File: src/rtl/pipeline_hazard_ctrl.sv
// Pipeline stage-enable sequencer: debug run/step/halt FSM, load-use bubble
// insertion, branch flush of IF/ID, and advance/stall counters.
module pipeline_hazard_ctrl #(
  parameter int unsigned RNBITS  = 5,
  parameter int unsigned CNTBITS = 32
) (
  input  logic               i_clk,
  input  logic               i_reset,
  input  logic               i_run,
  input  logic               i_step,
  input  logic               i_halt_instr,
  input  logic [RNBITS-1:0]  i_id_rs,
  input  logic [RNBITS-1:0]  i_id_rt,
  input  logic [RNBITS-1:0]  i_ex_rt,
  input  logic               i_ex_mem_read,
  input  logic               i_branch_taken,
  output logic               o_pc_en,
  output logic               o_if_id_en,
  output logic               o_if_id_flush,
  output logic               o_id_ex_en,
  output logic               o_id_ex_flush,
  output logic               o_ex_mem_en,
  output logic               o_mem_wb_en,
  output logic [1:0]         o_state,
  output logic [CNTBITS-1:0] o_cycle_count,
  output logic [CNTBITS-1:0] o_stall_count
);

  localparam logic [1:0] ST_IDLE   = 2'b00;
  localparam logic [1:0] ST_RUN    = 2'b01;
  localparam logic [1:0] ST_STEP   = 2'b10;
  localparam logic [1:0] ST_HALTED = 2'b11;

  logic [1:0] state;
  logic [1:0] state_nxt;
  logic       adv;
  logic       load_use;

  // State register
  always_ff @(posedge i_clk) begin
    if (i_reset) state <= ST_IDLE;
    else         state <= state_nxt;
  end

  // Next-state logic; HALTED is left only through reset
  always_comb begin
    state_nxt = state;
    case (state)
      ST_IDLE: begin
        if (i_run)       state_nxt = ST_RUN;
        else if (i_step) state_nxt = ST_STEP;
      end
      ST_RUN: begin
        if (i_halt_instr) state_nxt = ST_HALTED;
        else if (!i_run)  state_nxt = ST_IDLE;
      end
      ST_STEP: begin
        if (i_halt_instr) state_nxt = ST_HALTED;
        else              state_nxt = ST_IDLE;
      end
      default: state_nxt = ST_HALTED;
    endcase
  end

  // Reset cycle never advances, even if the registered state is RUN/STEP
  assign adv      = !i_reset && ((state == ST_RUN) || (state == ST_STEP));
  assign load_use = i_ex_mem_read && (i_ex_rt != '0) &&
                    ((i_ex_rt == i_id_rs) || (i_ex_rt == i_id_rt));

  // Stage enables; a load-use bubble freezes PC and IF/ID and outranks branch flush
  always_comb begin
    o_pc_en       = 1'b0;
    o_if_id_en    = 1'b0;
    o_if_id_flush = 1'b0;
    o_id_ex_en    = 1'b0;
    o_id_ex_flush = 1'b0;
    o_ex_mem_en   = 1'b0;
    o_mem_wb_en   = 1'b0;
    if (adv) begin
      o_id_ex_en  = 1'b1;
      o_ex_mem_en = 1'b1;
      o_mem_wb_en = 1'b1;
      if (load_use) begin
        o_id_ex_flush = 1'b1;
      end else begin
        o_pc_en       = 1'b1;
        o_if_id_en    = 1'b1;
        o_if_id_flush = i_branch_taken;
      end
    end
  end

  // Debug counters, free-running modulo 2^CNTBITS
  always_ff @(posedge i_clk) begin
    if (i_reset) begin
      o_cycle_count <= '0;
      o_stall_count <= '0;
    end else if (adv) begin
      o_cycle_count <= o_cycle_count + CNTBITS'(1);
      if (load_use) o_stall_count <= o_stall_count + CNTBITS'(1);
    end
  end

  assign o_state = state;

endmodule

File: config.mk
export PLATFORM = sky130hd
export DESIGN_NAME = pipeline_hazard_ctrl
export DESIGN_NICKNAME = d
export VERILOG_FILES = /design/src/rtl/pipeline_hazard_ctrl.sv
export SDC_FILE = /design/constraint.sdc
export NUM_CORES = 1
export LEC_CHECK = 0
export ABC_AREA = 0
export CORE_MARGIN = 2
export CORE_UTILIZATION = 45
export DETAILED_ROUTE_END_ITERATION = 8
export DONT_BUFFER_PORTS = 1
export GPL_TIMING_DRIVEN = 0
export SETUP_SLACK_MARGIN = 0.05
export SLEW_MARGIN = 20
export SYNTH_ARGS = -nofsm -noshare
export SYNTH_HDL_FRONTEND = slang
export SYNTH_SLANG_ARGS = --single-unit
File: constraint.sdc
create_clock -name i_clk -period 3.2 [get_ports i_clk]
set_input_delay 0.16 -clock i_clk [delete_from_list [all_inputs] [get_ports i_clk]]
set_output_delay 0.16 -clock i_clk [all_outputs]
set_load 0.01 [all_outputs]
==> metrics, run 1 <==
Max Fclk=367 MHz; area delta synth->final=9.73%; first-pass GRT wire length=14700 um; crit end category=flop; core area=7650 um^2; vias in the first global route=2837; Leakage=1.22 nW; Crit. Startpoint=o_state[0]; status=completed; Int Power=1.36 mW; I/O Pins=95; worst r2r path cells=10; Avg Cell Area, Syn=8.54 um^2; Final ANT Viol Nets=0; gpl congestion=0.802; Critical R2R Capture=o_stall_count[24]; Worst EP arrival=2990 ps; Netlist cell types=49; CTS tree=yes; Synth Cell Area=3510 um^2; peak supply drop=0.346 mV; Initial Util=45.9%; period utilisation layout=85.0%; Die Width=92.3 um; via count=3052; Via density=5.77; Max Cap Viol=0; Power, Total=1.88 mW; Critical Path Sink=o_stall_count[24]; HP Class=in -> reg; RSZ-0062 raised after global routing=false; most common cell in the netlist=dfxtp_1; top post-synthesis cells by count=66 x dfxtp_1, 45 x nor2_1, 27 x a21oi_1; initial antenna violation count=0; worst slew pin tran=543 ps; setup_tns=0 ps; DRT iter0 DRCs=118; share of cells above drive strength 1=9.60%; synthesized instance count=411; switching portion of total power=27.7%; Die Y=92.3 um; pwr/cell area=488 nW/um^2; Clock Path Buffers=2; Rows=32; Post-synth ARST share=0%; ys flop type=dfxtp_1; largest net degree at the start of global routing=11; Setup CP Type=reg -> reg; Ys Warns=0; Clock power frac=39.1%; r2r startpoint=o_state[0]; drt pass-1 iters=4; Total Wirelength=9030 um; drt wl/cell=17.1 um; GRT Util Overall=21.6%; total gr overflow=0; DRC errors left=0; syn_nets=438; CP startpoint kind=flop; post-synth top area cell=dfxtp_1; Die Area=8520 um^2; CTS Sinks=66; Flop pwr share=46.7%; Hold Fails Final Rpt=0; clock root buffer=clkbuf_8; Combinational Power Share=14.2%; Worst EP required=3460 ps; r2r setup slk=480 ps; HPWL Detailed=6460 um; Sw Pwr=521 uW; worst-path maximum fanout=10; clk_lat worst skew=330 ps; clock skew=7.16 ps; Max-Slew Margin vs Limit=63.8%; # H-tree levels=3; number of synthesized register bits=66; fin nets=450; number of enable flip-flop cells after synthesis=0; register area share after synthesis=37.6%; Final min period=2720 ps; CTS buffer count=9; Antenna diodes=0; top post-synthesis cells by area=dfxtp_1 38%, xnor2_1 5.0%, nor2_1 4.8%, o31ai_1 4.7%, or4_1 4.5%; Slew Limit Fails=0; IO Port Bufs=0; Worst-path clk slew=70 ps; final setup fails=0; area share of the largest cell type after synthesis=37.6%; post-cts sizing count=0
## cell type report
type,instances,area [um^2]
multi-input cells,305,1990
fillers,768,3790
inverters,13,48.8
repair buffers,1,10.0
clock buffers,13,169
plain buffers,27,151
well taps,102,128
flip-flops and latches,66,1320
clock inverters,2,35.0
## worst min path at each step
| stage | from | to | cells after the start |
|---|---|---|---|
| after CTS | i_run | o_state[1] | 2 |
| after floorplan | i_run | o_state[0] | 2 |
| final | i_run | o_state[1] | 2 |
| after global routing | i_reset | o_stall_count[11] | 3 |
| after global placement | i_run | o_state[0] | 2 |
| after detailed placement | i_run | o_state[0] | 2 |
## registers in the layout, indices dropped and copies added, names as in the netlist
| register | flops |
|---|---|
| o_state | 2 |
| o_cycle_count | 32 |
| o_stall_count | 32 |
## stage by stage
step | cell area, um^2 | hold WS [ps] | std cells | setup slack [ps] | util, %
global route | 3850 | 42.7 | 529 | 321 | 50.4
detailed placement | 3640 | 342 | 513 | 510 | 47.6
CTS | 3850 | 41.6 | 529 | 479 | 50.4
global placement | 3640 | 340 | 513 | 564 | 47.6
finish | 3850 | 53.2 | 529 | 478 | 50.4
floorplan | 3510 | 322 | 411 | 907 | -
## what timing repair did
action                                 in CTS  in global routing
endpoints found under the hold margin       1                  0
setup buffers                               0                  0
hold buffers                                1                  0
## placed cells by master, fill, tap and decap left out, drive strengths merged, types with 13 or more instances in the layout
cell / n
dfxtp: 66
nor2: 45
a21oi: 27
clkbuf: 24
o31ai: 22
or4: 22
nand3: 20
xnor2: 20
nand2: 18
xor2: 16
nand4: 16
nor3: 16
buf: 16
inv: 13
## layer usage
metal,global-route usage [%],up-vias,share of wire [%]
li1,-,1522,-
met1,28.9,1421,46
met2,33.2,97,45
met3,6.35,12,7.2
met4,7.21,0,1.2
met5,0,-,0
## power groups by stage
| stage | combinational, mW | sequential [mW] | clock (mW) |
|---|---|---|---|
| 2_1_floorplan | 0.205 | 0.888 | 0 |
| 3_3_place_gp | 0.260 | 0.896 | 0 |
| 3_5_place_dp | 0.267 | 0.896 | 0 |
| 4_1_cts | 0.269 | 0.878 | 0.747 |
| 5_1_grt | 0.294 | 0.883 | 0.783 |
| 6_report | 0.267 | 0.878 | 0.736 |
## worst max-delay path, stage by stage, from the launching register on
cell and delay, ps:
dfxtp_1 470, inv_1 80, ha_1 290, buf_6 160, nand2_2 90, inv_1 310
and3_1 280, o2111ai_4 180, buf_6 190, or4_1 470, a21oi_1 150
## logic make-up after synthesis
kind of cell             synth area share [%]
buffers and inverters                    5.70
multiplexers                             2.82
AO/OA/AOI/OAI                            12.8
AND/OR/NAND/NOR                          30.3
adder cells (fa/ha/maj)                  1.78
flip-flops                               37.6
XOR/XNOR                                 8.98
No activity file was read; power rests on OpenSTA's default activity.
==> run 2, diff against run 1 <==
--- a/config.mk
+++ b/config.mk
@@ -6,7 +6,7 @@
 export NUM_CORES = 1
 export LEC_CHECK = 0
 export ABC_AREA = 0
-export CORE_MARGIN = 2
+export CORE_MARGIN = 5
 export CORE_UTILIZATION = 45
 export DETAILED_ROUTE_END_ITERATION = 8
 export DONT_BUFFER_PORTS = 1
==> metrics, run 2 (same netlist as run 1, synthesis figures left out) <==
status=completed; CP Cell Sequence=inv_1 -> ha_1 -> buf_6 -> nand2_2 -> inv_1 -> and3_1 -> o2111ai_4 -> buf_6 -> or4_1 -> a21oi_1; gpl congestion=0.785; GR Util met3=7.36%; slowest stage delay, CP=460 ps; GRT Util Overall=18.8%; clock skew=7.52 ps; vias in the first global route=2901; setup_tns=0 ps; placed insts=513; peak supply drop=0.330 mV; period utilisation layout=83.4%; post-cts sizing count=0; Initial Util=45.9%; CTS buffer count=9; Leakage=1.22 nW; GR Layer Usage met1=23.4%; worst-path maximum fanout=10; drt wl/cell=17.1 um; Total Wirelength=9070 um; area delta synth->final=9.73%; fin nets=450; DRT iter0 DRCs=108; Max-Slew Margin vs Limit=64.6%; largest net degree at the start of global routing=11; Max Fclk=375 MHz; Via density=5.83; Worst EP arrival=2940 ps; Antenna diodes=0; Non-Filler Cell Area, Final=3850 um^2; Worst EP required=3470 ps; Power, Total=1.86 mW; Slew Limit Fails=0; core area=7650 um^2; pwr/cell area=484 nW/um^2; total gr overflow=0; register area=1320 um^2; Die Width=98.3 um; Setup CP Type=reg -> reg; Die Area=9670 um^2; Layout fillers=754; Final ANT Viol Nets=0; initial antenna violation count=0; placed inst area=3640 um^2; Non-Filler Instances=529; HPWL Detailed=6620 um; commonest non-fill, non-tap cell in the layout=dfxtp_1; crit end category=flop; CTS tree=yes; first-pass GRT wire length=14900 um; final setup fails=0; busiest layer in global routing=met2; I/O Pins=95; Multi-input gate area=1990 um^2; # H-tree levels=3; Hold Fails Final Rpt=0; slowest CP cell=dfxtp_1; Final min period=2670 ps; clk_lat worst skew=340 ps; commonest non-fill, non-tap cells in the layout=66 x dfxtp_1, 45 x nor2_1, 27 x a21oi_1, 22 x o31ai_1, 21 x or4_1; CP startpoint kind=flop; fin util=50.4%; Rows=32; drt pass-1 iters=4; clock root buffer=clkbuf_8; RSZ-0062 raised after global routing=false; Worst-path clk slew=70 ps; Max Cap Viol=0; via count=3085; IO Port Bufs=0; share of cells above drive strength 1=9.60%; worst slew pin tran=531 ps; HP Class=in -> reg; Die Y=98.3 um; DRC errors left=0; CTS Hold Bufs=1; Clock Path Buffers=2; CTS Sinks=66; met2 global-route usage=30.5%; post-CTS setup buffers=0
==> run 2: routing by layer <==
| layer | vias up | wire length [um] |
|---|---|---|
| li1 | 1525 | - |
| met1 | 1456 | 3990 |
| met2 | 98 | 4320 |
| met3 | 6 | 703 |
| met4 | 0 | 59 |
| met5 | - | 0 |
==> run 2: per-stage QoR <==
step                hold WS, ps  worst slack (ps)
floorplan                   322               907
global placement            332               546
detailed placement          337               507
CTS                        42.3               475
global route               57.3               320
finish                     56.9               532
==> run 2: area by class of cell <==
cell class | count | share of cell area [%]
inverters | 13 | 1.27
well taps | 102 | 3.31
plain buffers | 27 | 3.93
clock buffers | 13 | 4.38
multi-input cells | 305 | 51.6
clock inverters | 2 | 0.909
repair buffers | 1 | 0.260
flip-flops and latches | 66 | 34.3
==> run 2: critical path, delay by kind of cell (launching register included) <==
kind / cells / cell delay [ps]
flops: 1 / 460
buf+inv: 4 / 700
fa+ha+maj: 1 / 290
compound gates: 2 / 320
simple gates: 3 / 810
==> run 2: final timing paths <==
kind	from	to	slack [ps]	depth (start not counted)
worst max register to register	o_state[0]	o_stall_count[20]	530	10
worst max-delay path	o_state[0]	o_stall_count[20]	530	10
worst min register to register	o_cycle_count[31]	o_cycle_count[31]	530	2
worst min-delay path	i_reset	o_stall_count[18]	60	3
==> run 2: report_power, final <==
part | switching [mW] | leakage (nW) | internal [mW]
registers | 0.0387 | 0.532 | 0.840
logic | 0.161 | 0.587 | 0.0998
clock network | 0.305 | 0.106 | 0.419
total | 0.505 | 1.22 | 1.36
==> run 3, diff against run 2 <==
==> constraint.sdc (replaced) <==
create_clock -name i_clk -period 2.7 [get_ports i_clk]
set_input_delay 0.135 -clock i_clk [delete_from_list [all_inputs] [get_ports i_clk]]
set_output_delay 0.135 -clock i_clk [all_outputs]
set_load 0.01 [all_outputs]
==> metrics, run 3 (same netlist as run 1, synthesis figures left out) <==
Die Y=98.3 um; HPWL Detailed=6620 um; Max Fclk=404 MHz; peak supply drop=0.356 mV; CTS buffer count=9; largest net degree at the start of global routing=11; period utilisation layout=91.6%; clk_lat worst skew=340 ps; Worst EP arrival=2740 ps; first-pass GRT wire length=14900 um; DRT iter0 DRCs=129; share of cells above drive strength 1=10.3%; status=completed; Fin Hold WS=22.6 ps; Slew Limit Fails=0; Non-Filler Instances=529; CTS tree=yes; Leakage=1.22 nW; vias in the first global route=2901; worst r2r path cells=10; area delta synth->final=9.91%; post-CTS setup buffers=0; fin nets=450; clock skew=7.46 ps; Hold Path Stages=2; Die Width=98.3 um; Die Area=9670 um^2; Hold Fails Final Rpt=0; Final ANT Viol Nets=0; commonest non-fill, non-tap cell in the layout=dfxtp_1; core area=7650 um^2; worst slew pin tran=523 ps; CP startpoint kind=flop; CTS Sinks=66; placed insts=513; # H-tree levels=3; Worst-path clk slew=70 ps; Max Cap Viol=0; crit end category=flop; commonest non-fill, non-tap cells in the layout=64 x dfxtp_1, 45 x nor2_1, 27 x a21oi_1, 22 x o31ai_1, 21 x or4_1; fin util=50.5%; Clock Path Buffers=2; setup_tns=0 ps; IO Port Bufs=0; Total Wirelength=9070 um; final setup fails=0; Antenna diodes=0; Via density=5.83; clock root buffer=clkbuf_8; DRC errors left=0; HP Class=in -> reg; Max-Slew Margin vs Limit=65.1%; drt wl/cell=17.1 um; GRT Util Overall=18.8%; worst-path maximum fanout=10; r2r setup slk=230 ps; pwr/cell area=575 nW/um^2; Initial Util=45.9%; drt pass-1 iters=4; Layout fillers=754; Worst EP required=2970 ps; Final min period=2470 ps; initial antenna violation count=0; via count=3085; RSZ-0062 raised after global routing=false; total gr overflow=0; Setup CP Type=reg -> reg; Rows=32; gpl congestion=0.785; I/O Pins=95
## run 3: cell count changes in the layout (fill, tap and decap cells not counted)
cell        previous run  this run
dfxtp_1               66        64
dfxtp_2                0         2
clkinvlp_4             0         1
inv_1                 12        11
## run 3: final timing paths
kind,from,to
worst min register to register,o_cycle_count[31],o_cycle_count[31]
worst min-delay path,i_run,o_state[1]
worst max-delay path,o_state[0],o_stall_count[20]
worst max register to register,o_state[0],o_stall_count[20]
## run 3: layout make-up
class | count | area (um^2) | share of cell area (%)
sequential | 66 | 1320 | 34.3
clock inverter | 2 | 35.0 | 0.908
buffer | 27 | 151 | 3.92
clock buffer | 13 | 169 | 4.38
multi-input combinational | 305 | 1990 | 51.6
timing repair buffer | 1 | 10.0 | 0.259
inverter | 13 | 52.6 | 1.36
tap | 102 | 128 | 3.31
## run 3: per-stage QoR
stage                     power [mW]  cell area (um^2)  setup slack, ps
after floorplan                 1.30              3510              407
final                           2.22              3860              226
after detailed placement        1.38              3640             6.58
after CTS                       2.24              3860             99.4
after global placement          1.37              3640             46.4
after global routing            2.32              3860             59.2
## run 3: power by group
group / switching, mW / internal, mW
registers: 0.0459 / 0.998
clock network: 0.364 / 0.496
logic: 0.193 / 0.120
## run 3: repair_timing
action | CTS | global route
cloned | 0 | 0
hold buffers | 1 | 0
setup endpoints to repair | 5 | 6
pin swaps | 0 | 0
resized for setup | 1 | 2
endpoints found under the hold margin | 1 | 0
## run 3: per-layer routing
| metal | up-vias | GRT usage (%) | part of all wire (%) |
|---|---|---|---|
| met1 | 1462 | 23.4 | 44 |
| met5 | - | 0 | 0 |
| li1 | 1524 | - | - |
| met4 | 0 | 4.83 | 0.65 |
| met2 | 93 | 30.5 | 47 |
| met3 | 6 | 7.36 | 7.5 |
## run 3: critical path, stage by stage (launching register included)
cell and delay, ps:
dfxtp_2 400, inv_1 60, ha_1 280, buf_6 150, nand2_2 100, clkinvlp_4 200
and3_1 250, o2111ai_4 170, buf_6 180, or4_1 460, a21oi_1 150
